**src/rtl/hazard_forward_unit_if.sv**
```systemverilog
// Decode/forwarding bus between the pipeline control and the hazard/forward unit.
interface hazard_forward_unit_if #(
  parameter int unsigned DATA_W = 32,
  parameter int unsigned ADDR_W = 5,
  parameter int unsigned DEPTH  = 3,
  parameter int unsigned NRD    = 2
);
  logic                    id_we;
  logic [ADDR_W-1:0]       id_waddr;
  logic                    id_is_load;
  logic                    flush;
  logic [NRD-1:0]          rd_en;
  logic [NRD*ADDR_W-1:0]   rd_addr;
  logic [NRD*DATA_W-1:0]   rf_rdata;
  logic [DEPTH*DATA_W-1:0] st_wdata;
  logic [NRD*DATA_W-1:0]   fwd_rdata;
  logic                    stall;
  logic                    wb_we;
  logic [ADDR_W-1:0]       wb_waddr;
  logic [15:0]             stall_cnt;

  modport master (
    output id_we, id_waddr, id_is_load, flush, rd_en, rd_addr, rf_rdata, st_wdata,
    input  fwd_rdata, stall, wb_we, wb_waddr, stall_cnt
  );

  modport slave (
    input  id_we, id_waddr, id_is_load, flush, rd_en, rd_addr, rf_rdata, st_wdata,
    output fwd_rdata, stall, wb_we, wb_waddr, stall_cnt
  );
endinterface

```
**src/rtl/hazard_forward_unit.sv**
```systemverilog
// Tracks destination registers of in-flight instructions, resolves operand
// forwarding per read port and raises a load-use stall.
module hazard_forward_unit #(
  parameter int unsigned DATA_W     = 32,
  parameter int unsigned ADDR_W     = 5,
  parameter int unsigned DEPTH      = 3,
  parameter int unsigned NRD        = 2,
  parameter int unsigned LOAD_STAGE = 1
) (
  input  logic                  clk,
  input  logic                  rst,
  hazard_forward_unit_if.slave  bus
);

  typedef struct packed {
    logic              valid;
    logic              we;
    logic [ADDR_W-1:0] waddr;
    logic              is_load;
  } stage_t;

  stage_t            r_stage [DEPTH];
  logic [15:0]       r_stall_cnt;

  logic [DEPTH-1:0]  w_live;
  logic [DEPTH-1:0]  w_ready;
  logic              w_stall;
  logic [NRD*DATA_W-1:0] w_fwd;
  logic              w_hit;
  logic              w_rdy;
  logic [DATA_W-1:0] w_hdata;
  logic [ADDR_W-1:0] w_addr;
  stage_t            w_id_rec;

  for (genvar k = 0; k < DEPTH; k++) begin : g_stage_flags
    assign w_live[k]  = r_stage[k].valid && r_stage[k].we && (r_stage[k].waddr != '0);
    assign w_ready[k] = !r_stage[k].is_load || (k >= LOAD_STAGE);
  end

  // Per port: scan oldest to youngest so the youngest live match wins.
  always_comb begin
    w_stall = 1'b0;
    w_fwd   = '0;
    w_hit   = 1'b0;
    w_rdy   = 1'b0;
    w_hdata = '0;
    w_addr  = '0;
    for (int i = 0; i < NRD; i++) begin
      w_addr  = bus.rd_addr[i*ADDR_W +: ADDR_W];
      w_hit   = 1'b0;
      w_rdy   = 1'b0;
      w_hdata = '0;
      for (int k = DEPTH-1; k >= 0; k--) begin
        if (w_live[k] && (r_stage[k].waddr == w_addr)) begin
          w_hit   = 1'b1;
          w_rdy   = w_ready[k];
          w_hdata = bus.st_wdata[k*DATA_W +: DATA_W];
        end
      end
      if (bus.rd_en[i] && (w_addr != '0)) begin
        if (w_hit && !w_rdy) begin
          w_stall = 1'b1;
        end
        w_fwd[i*DATA_W +: DATA_W] = (w_hit && w_rdy) ? w_hdata
                                                     : bus.rf_rdata[i*DATA_W +: DATA_W];
      end
    end
  end

  // Stall or flush inserts a bubble at stage 0; older stages keep draining.
  always_comb begin
    w_id_rec = '0;
    if (!w_stall && !bus.flush) begin
      w_id_rec.valid   = 1'b1;
      w_id_rec.we      = bus.id_we;
      w_id_rec.waddr   = bus.id_waddr;
      w_id_rec.is_load = bus.id_is_load;
    end
  end

  always_ff @(posedge clk or negedge rst) begin
    if (!rst) begin
      for (int k = 0; k < DEPTH; k++) begin
        r_stage[k] <= '0;
      end
    end else begin
      r_stage[0] <= w_id_rec;
      for (int k = 1; k < DEPTH; k++) begin
        r_stage[k] <= r_stage[k-1];
      end
    end
  end

  always_ff @(posedge clk or negedge rst) begin
    if (!rst) begin
      r_stall_cnt <= '0;
    end else if (w_stall && (r_stall_cnt != 16'hFFFF)) begin
      r_stall_cnt <= r_stall_cnt + 16'd1;
    end
  end

  assign bus.fwd_rdata = w_fwd;
  assign bus.stall     = w_stall;
  assign bus.wb_we     = w_live[DEPTH-1];
  assign bus.wb_waddr  = r_stage[DEPTH-1].waddr;
  assign bus.stall_cnt = r_stall_cnt;

endmodule

```
**src/flat_wrapper.sv**
```systemverilog
// flat-port wrapper written by rule: the top's interface ports become plain ports
module hazard_forward_unit_flat 
#(
  parameter int unsigned DATA_W     = 32,
  parameter int unsigned ADDR_W     = 5,
  parameter int unsigned DEPTH      = 3,
  parameter int unsigned NRD        = 2,
  parameter int unsigned LOAD_STAGE = 1
)
  (clk, rst, bus_id_we, bus_id_waddr, bus_id_is_load, bus_flush, bus_rd_en, bus_rd_addr, bus_rf_rdata, bus_st_wdata, bus_fwd_rdata, bus_stall, bus_wb_we, bus_wb_waddr, bus_stall_cnt);
  hazard_forward_unit_if #(.DATA_W(DATA_W), .ADDR_W(ADDR_W), .DEPTH(DEPTH), .NRD(NRD)) bus_i ();
  input  logic clk;
  input  logic rst;
  input wire logic [$bits(bus_i.id_we)-1:0] bus_id_we;
  input wire logic [$bits(bus_i.id_waddr)-1:0] bus_id_waddr;
  input wire logic [$bits(bus_i.id_is_load)-1:0] bus_id_is_load;
  input wire logic [$bits(bus_i.flush)-1:0] bus_flush;
  input wire logic [$bits(bus_i.rd_en)-1:0] bus_rd_en;
  input wire logic [$bits(bus_i.rd_addr)-1:0] bus_rd_addr;
  input wire logic [$bits(bus_i.rf_rdata)-1:0] bus_rf_rdata;
  input wire logic [$bits(bus_i.st_wdata)-1:0] bus_st_wdata;
  output wire logic [$bits(bus_i.fwd_rdata)-1:0] bus_fwd_rdata;
  output wire logic [$bits(bus_i.stall)-1:0] bus_stall;
  output wire logic [$bits(bus_i.wb_we)-1:0] bus_wb_we;
  output wire logic [$bits(bus_i.wb_waddr)-1:0] bus_wb_waddr;
  output wire logic [$bits(bus_i.stall_cnt)-1:0] bus_stall_cnt;
  assign bus_i.id_we = bus_id_we;
  assign bus_i.id_waddr = bus_id_waddr;
  assign bus_i.id_is_load = bus_id_is_load;
  assign bus_i.flush = bus_flush;
  assign bus_i.rd_en = bus_rd_en;
  assign bus_i.rd_addr = bus_rd_addr;
  assign bus_i.rf_rdata = bus_rf_rdata;
  assign bus_i.st_wdata = bus_st_wdata;
  assign bus_fwd_rdata = bus_i.fwd_rdata;
  assign bus_stall = bus_i.stall;
  assign bus_wb_we = bus_i.wb_we;
  assign bus_wb_waddr = bus_i.wb_waddr;
  assign bus_stall_cnt = bus_i.stall_cnt;
  hazard_forward_unit #(.DATA_W(DATA_W), .ADDR_W(ADDR_W), .DEPTH(DEPTH), .NRD(NRD), .LOAD_STAGE(LOAD_STAGE)) u_core (.clk(clk), .rst(rst), .bus(bus_i));
endmodule
```
**config.mk**
```make
export PLATFORM = sky130hd
export DESIGN_NAME = hazard_forward_unit_flat
export DESIGN_NICKNAME = d
export VERILOG_FILES = /design/src/rtl/hazard_forward_unit_if.sv /design/src/rtl/hazard_forward_unit.sv /design/src/flat_wrapper.sv
export SDC_FILE = /design/constraint.sdc
export NUM_CORES = 1
export LEC_CHECK = 0
export BUFFER_PORTS_ARGS = -buffer_cell sky130_fd_sc_hd__buf_2
export CAP_MARGIN = 30
export CELL_PAD_IN_SITES_DETAIL_PLACEMENT = 0
export CELL_PAD_IN_SITES_GLOBAL_PLACEMENT = 1
export CORE_UTILIZATION = 27
export DETAILED_ROUTE_END_ITERATION = 6
export HOLD_SLACK_MARGIN = 0.06
export PLACE_DENSITY_LB_ADDON = 0.3
export REMOVE_ABC_BUFFERS = 1
export SYNTH_ARGS = -nofsm -noshare
export SYNTH_HDL_FRONTEND = slang
export SYNTH_SLANG_ARGS = --single-unit
```
**constraint.sdc**
```tcl
create_clock -name clk -period 2.7 [get_ports clk]
set_input_delay 0.54 -clock clk [delete_from_list [all_inputs] [get_ports clk]]
set_output_delay 0.54 -clock clk [all_outputs]
set_load 0.005 [all_outputs]
```
==> metrics <==
status finished, violations left; violated checks setup timing; Syn-to-layout area delta 71.8%; port bufs 268; all-layer global routing usage 24.2%; Max Cap Violations 0; Core Rows 45; synthesized flop and latch total 38; Top FF cell, synth dfrtp_1; clk buf depth 2; final wirelength 20.9 mm; most frequent CP cell buf_6; fin util 47.7%; via count of the routed design 5,932; residual DRC count 0; Netlist Area Pre-Place 4260 µm²; width of the die 128 µm; Layout Nets 1,067; RSZ-0062 raised after global routing yes; drt first-iter violations 322; Slew @ Worst Pin 0.840 ns; Leakage 3.34 nW; Worst setup EP type primary output; max incr delay on CP 0.56 ns; Seq/Total Area, Yosys 22.3%; CP Data Arrival Time 2.61 ns; largest net degree at the start of global routing 41; synth unique cells 45; Tmin final 3.15 ns; first-pass GRT wire length 31.0 mm; Final GP Congestion 0.894; Synth Warn # 0; HPWL Detailed 15.5 mm; iteration count of the initial detailed-routing pass 4; commonest non-fill, non-tap cell in the layout buf_2; Crit Path Max Fanout 7; Sw Share 28.5%; Num CTS Buffers 5; CP cell instances or4_4, o211ai_4, buf_6, nor3_2, a31o_4, buf_6, a311o_1, a21oi_2, buf_2; Max Fclk 0.317 GHz; internal power 0.00137 W; maximum VDD drop 0.776 mV; Final Setup Violations 65; die area 16,300 µm²; Clock Pin Slew Worst Setup and Hold Paths 0.06 ns; setup tns final -19.78 ns; CTS tree built; clock sinks 38; Avg Inst Size Synth 7.44 µm²; worst-case clock skew 0.00489 ns; vias in the first global route 5,734; power share of the sequential group 31.7%; H-tree depth 2; GR Overflow Total 0; Core Footprint 15,300 µm²; Final Hold Viols 0; Clock power frac 35.1%; CP top delay family compound AO/OA/AOI/OAI gates; period utilization 117%; logic gate share of total power 33.2%; per-cell routed wire length 18.9 µm; most frequent cells in the layout buf_2 (268), nand2_1 (64), buf_4 (63), nand3_1 (50), dfrtp_1 (36); max-slew violations 0; pwr/cell area 261 nW/µm²; Final WS setup -0.450 ns; Critical Path Start Type register; class of the most critical setup path reg2out; number of flops mapped to enable cells by yosys 0; HP Class in2async; fraction of registers with async set/reset 100%; Worst slew margin 44.0%; CTS Root Cell clkbuf_16; Die H 128 µm; clk_lat worst skew 0.28 ns; Final ANT Viol Nets 0; initial antenna violation count 9; Cells after Synth 572; share of cells above drive strength 1 52.6%; critical path required time 2.16 ns; Initial Utilization 27.8%; Vias per Instance 5.37; sw power 0.000544 W; io pins 269; Critical-path top delay cell or4_4; Bufs and invs on worst path 3
## timing repair
action                     in CTS  in global routing
hold buffers                    0                  0
resized for setup              46                 63
setup endpoints to repair      65                 72
pin swaps                      19                 24
setup buffers                   3                  5
cloned                          6                  2
## registers in the layout (all words and copies together) (netlist names)
register,flops
u_core.bus.stall_cnt,16
u_core.bus.wb_waddr,5
u_core.r_stage,17
## cells in the mapped netlist, types with 2 or more instances
cell,instances,area share (%)
nand2_1,64,5.6
a31oi_1,3,0.44
o32ai_1,4,0.82
mux2_2,17,4.5
o22ai_1,20,2.9
or4_1,2,0.35
and2_1,9,1.3
nor2b_1,3,0.44
nor4_1,2,0.29
buf_4,13,2.3
nand3_1,54,6.4
nor3_1,19,2.2
mux2i_1,2,0.47
o21ai_0,29,3.4
and4_1,3,0.62
and3_1,11,1.6
clkbuf_1,32,2.8
nor2_1,28,2.5
buf_6,2,0.53
o311a_1,11,2.6
a211o_1,4,0.82
o31ai_1,22,3.9
a31o_2,2,0.41
inv_1,6,0.53
a211oi_1,14,2.5
o221ai_1,16,3.3
xnor2_1,24,4.9
xor2_1,20,4.1
nand4_1,10,1.5
a2111oi_0,2,0.41
a311o_1,14,3.3
buf_2,14,1.6
a21oi_1,46,5.4
o21a_1,2,0.35
dfrtp_1,38,22
## stage by stage
| step | area, µm² | power (W) | std cells | setup slack (ns) | hold slack (ns) |
|---|---|---|---|---|---|
| after floorplan | 3950 | 0.000813 | 511 | -1.07 | 0.244 |
| after detailed placement | 6360 | 0.00117 | 1072 | -0.499 | 0.360 |
| after global placement | 6360 | 0.00117 | 1072 | -0.465 | 0.351 |
| after global routing | 7310 | 0.00200 | 1104 | -0.518 | 0.383 |
| final | 7310 | 0.00191 | 1104 | -0.450 | 0.363 |
| after CTS | 6940 | 0.00189 | 1088 | -0.440 | 0.373 |
## path summary, 6_finish.rpt
kind                                     from                      end  slack [ns]  depth (start not counted)
max reg2reg                u_core.r_stage[20]  u_core.bus.stall_cnt[1]        0.09                         10
min in group clk           u_core.r_stage[22]       u_core.r_stage[14]        0.37                          0
min reg2reg                u_core.r_stage[22]       u_core.r_stage[14]        0.37                          0
max in group asynchronous                 rst       u_core.r_stage[10]        1.75                          1
max                        u_core.r_stage[20]        bus_fwd_rdata[17]       -0.45                          9
min                                       rst  u_core.bus.stall_cnt[5]        0.36                          1
## metal layers
metal / global-route usage, % / share of wire, % / vias to the layer above
met2: 44.2 / 51 / 246
met5: 0 / 0 / -
li1: - / - / 2808
met3: 2.76 / 5.9 / 27
met4: 8.05 / 1.8 / 0
met1: 29.3 / 41 / 2851
## logic make-up (layout without fill, tap and decap cells)
logic type | Yosys count | in the layout | synth area share, %
compound gates | 192 | 192 | 31.6
xor+xnor | 44 | 44 | 9.06
fa+ha+maj | 1 | 1 | 0.294
buf+inv | 67 | 379 | 7.82
flops | 38 | 38 | 22.3
mux | 19 | 19 | 4.97
other cells | 0 | 9 | 0
simple gates | 211 | 211 | 23.9
## power groups by stage
stage	clock network, W	logic [W]	registers, W
3_3_place_gp	0	0.000554	0.000615
3_5_place_dp	0	0.000560	0.000615
5_1_grt	0.000709	0.000688	0.000608
2_1_floorplan	0	0.000194	0.000619
6_report	0.000671	0.000634	0.000606
4_1_cts	0.000689	0.000592	0.000605
## layout make-up
type	count	area, µm²
clock buffer	6	139
antenna	9	22.5
clock inverter	1	30.0
inverter	6	22.5
multi-input combinational	467	3410
fill	1577	8000
sequential	38	953
timing repair buffer	366	2470
tap	211	264
Power figures use the tool's default switching activity.
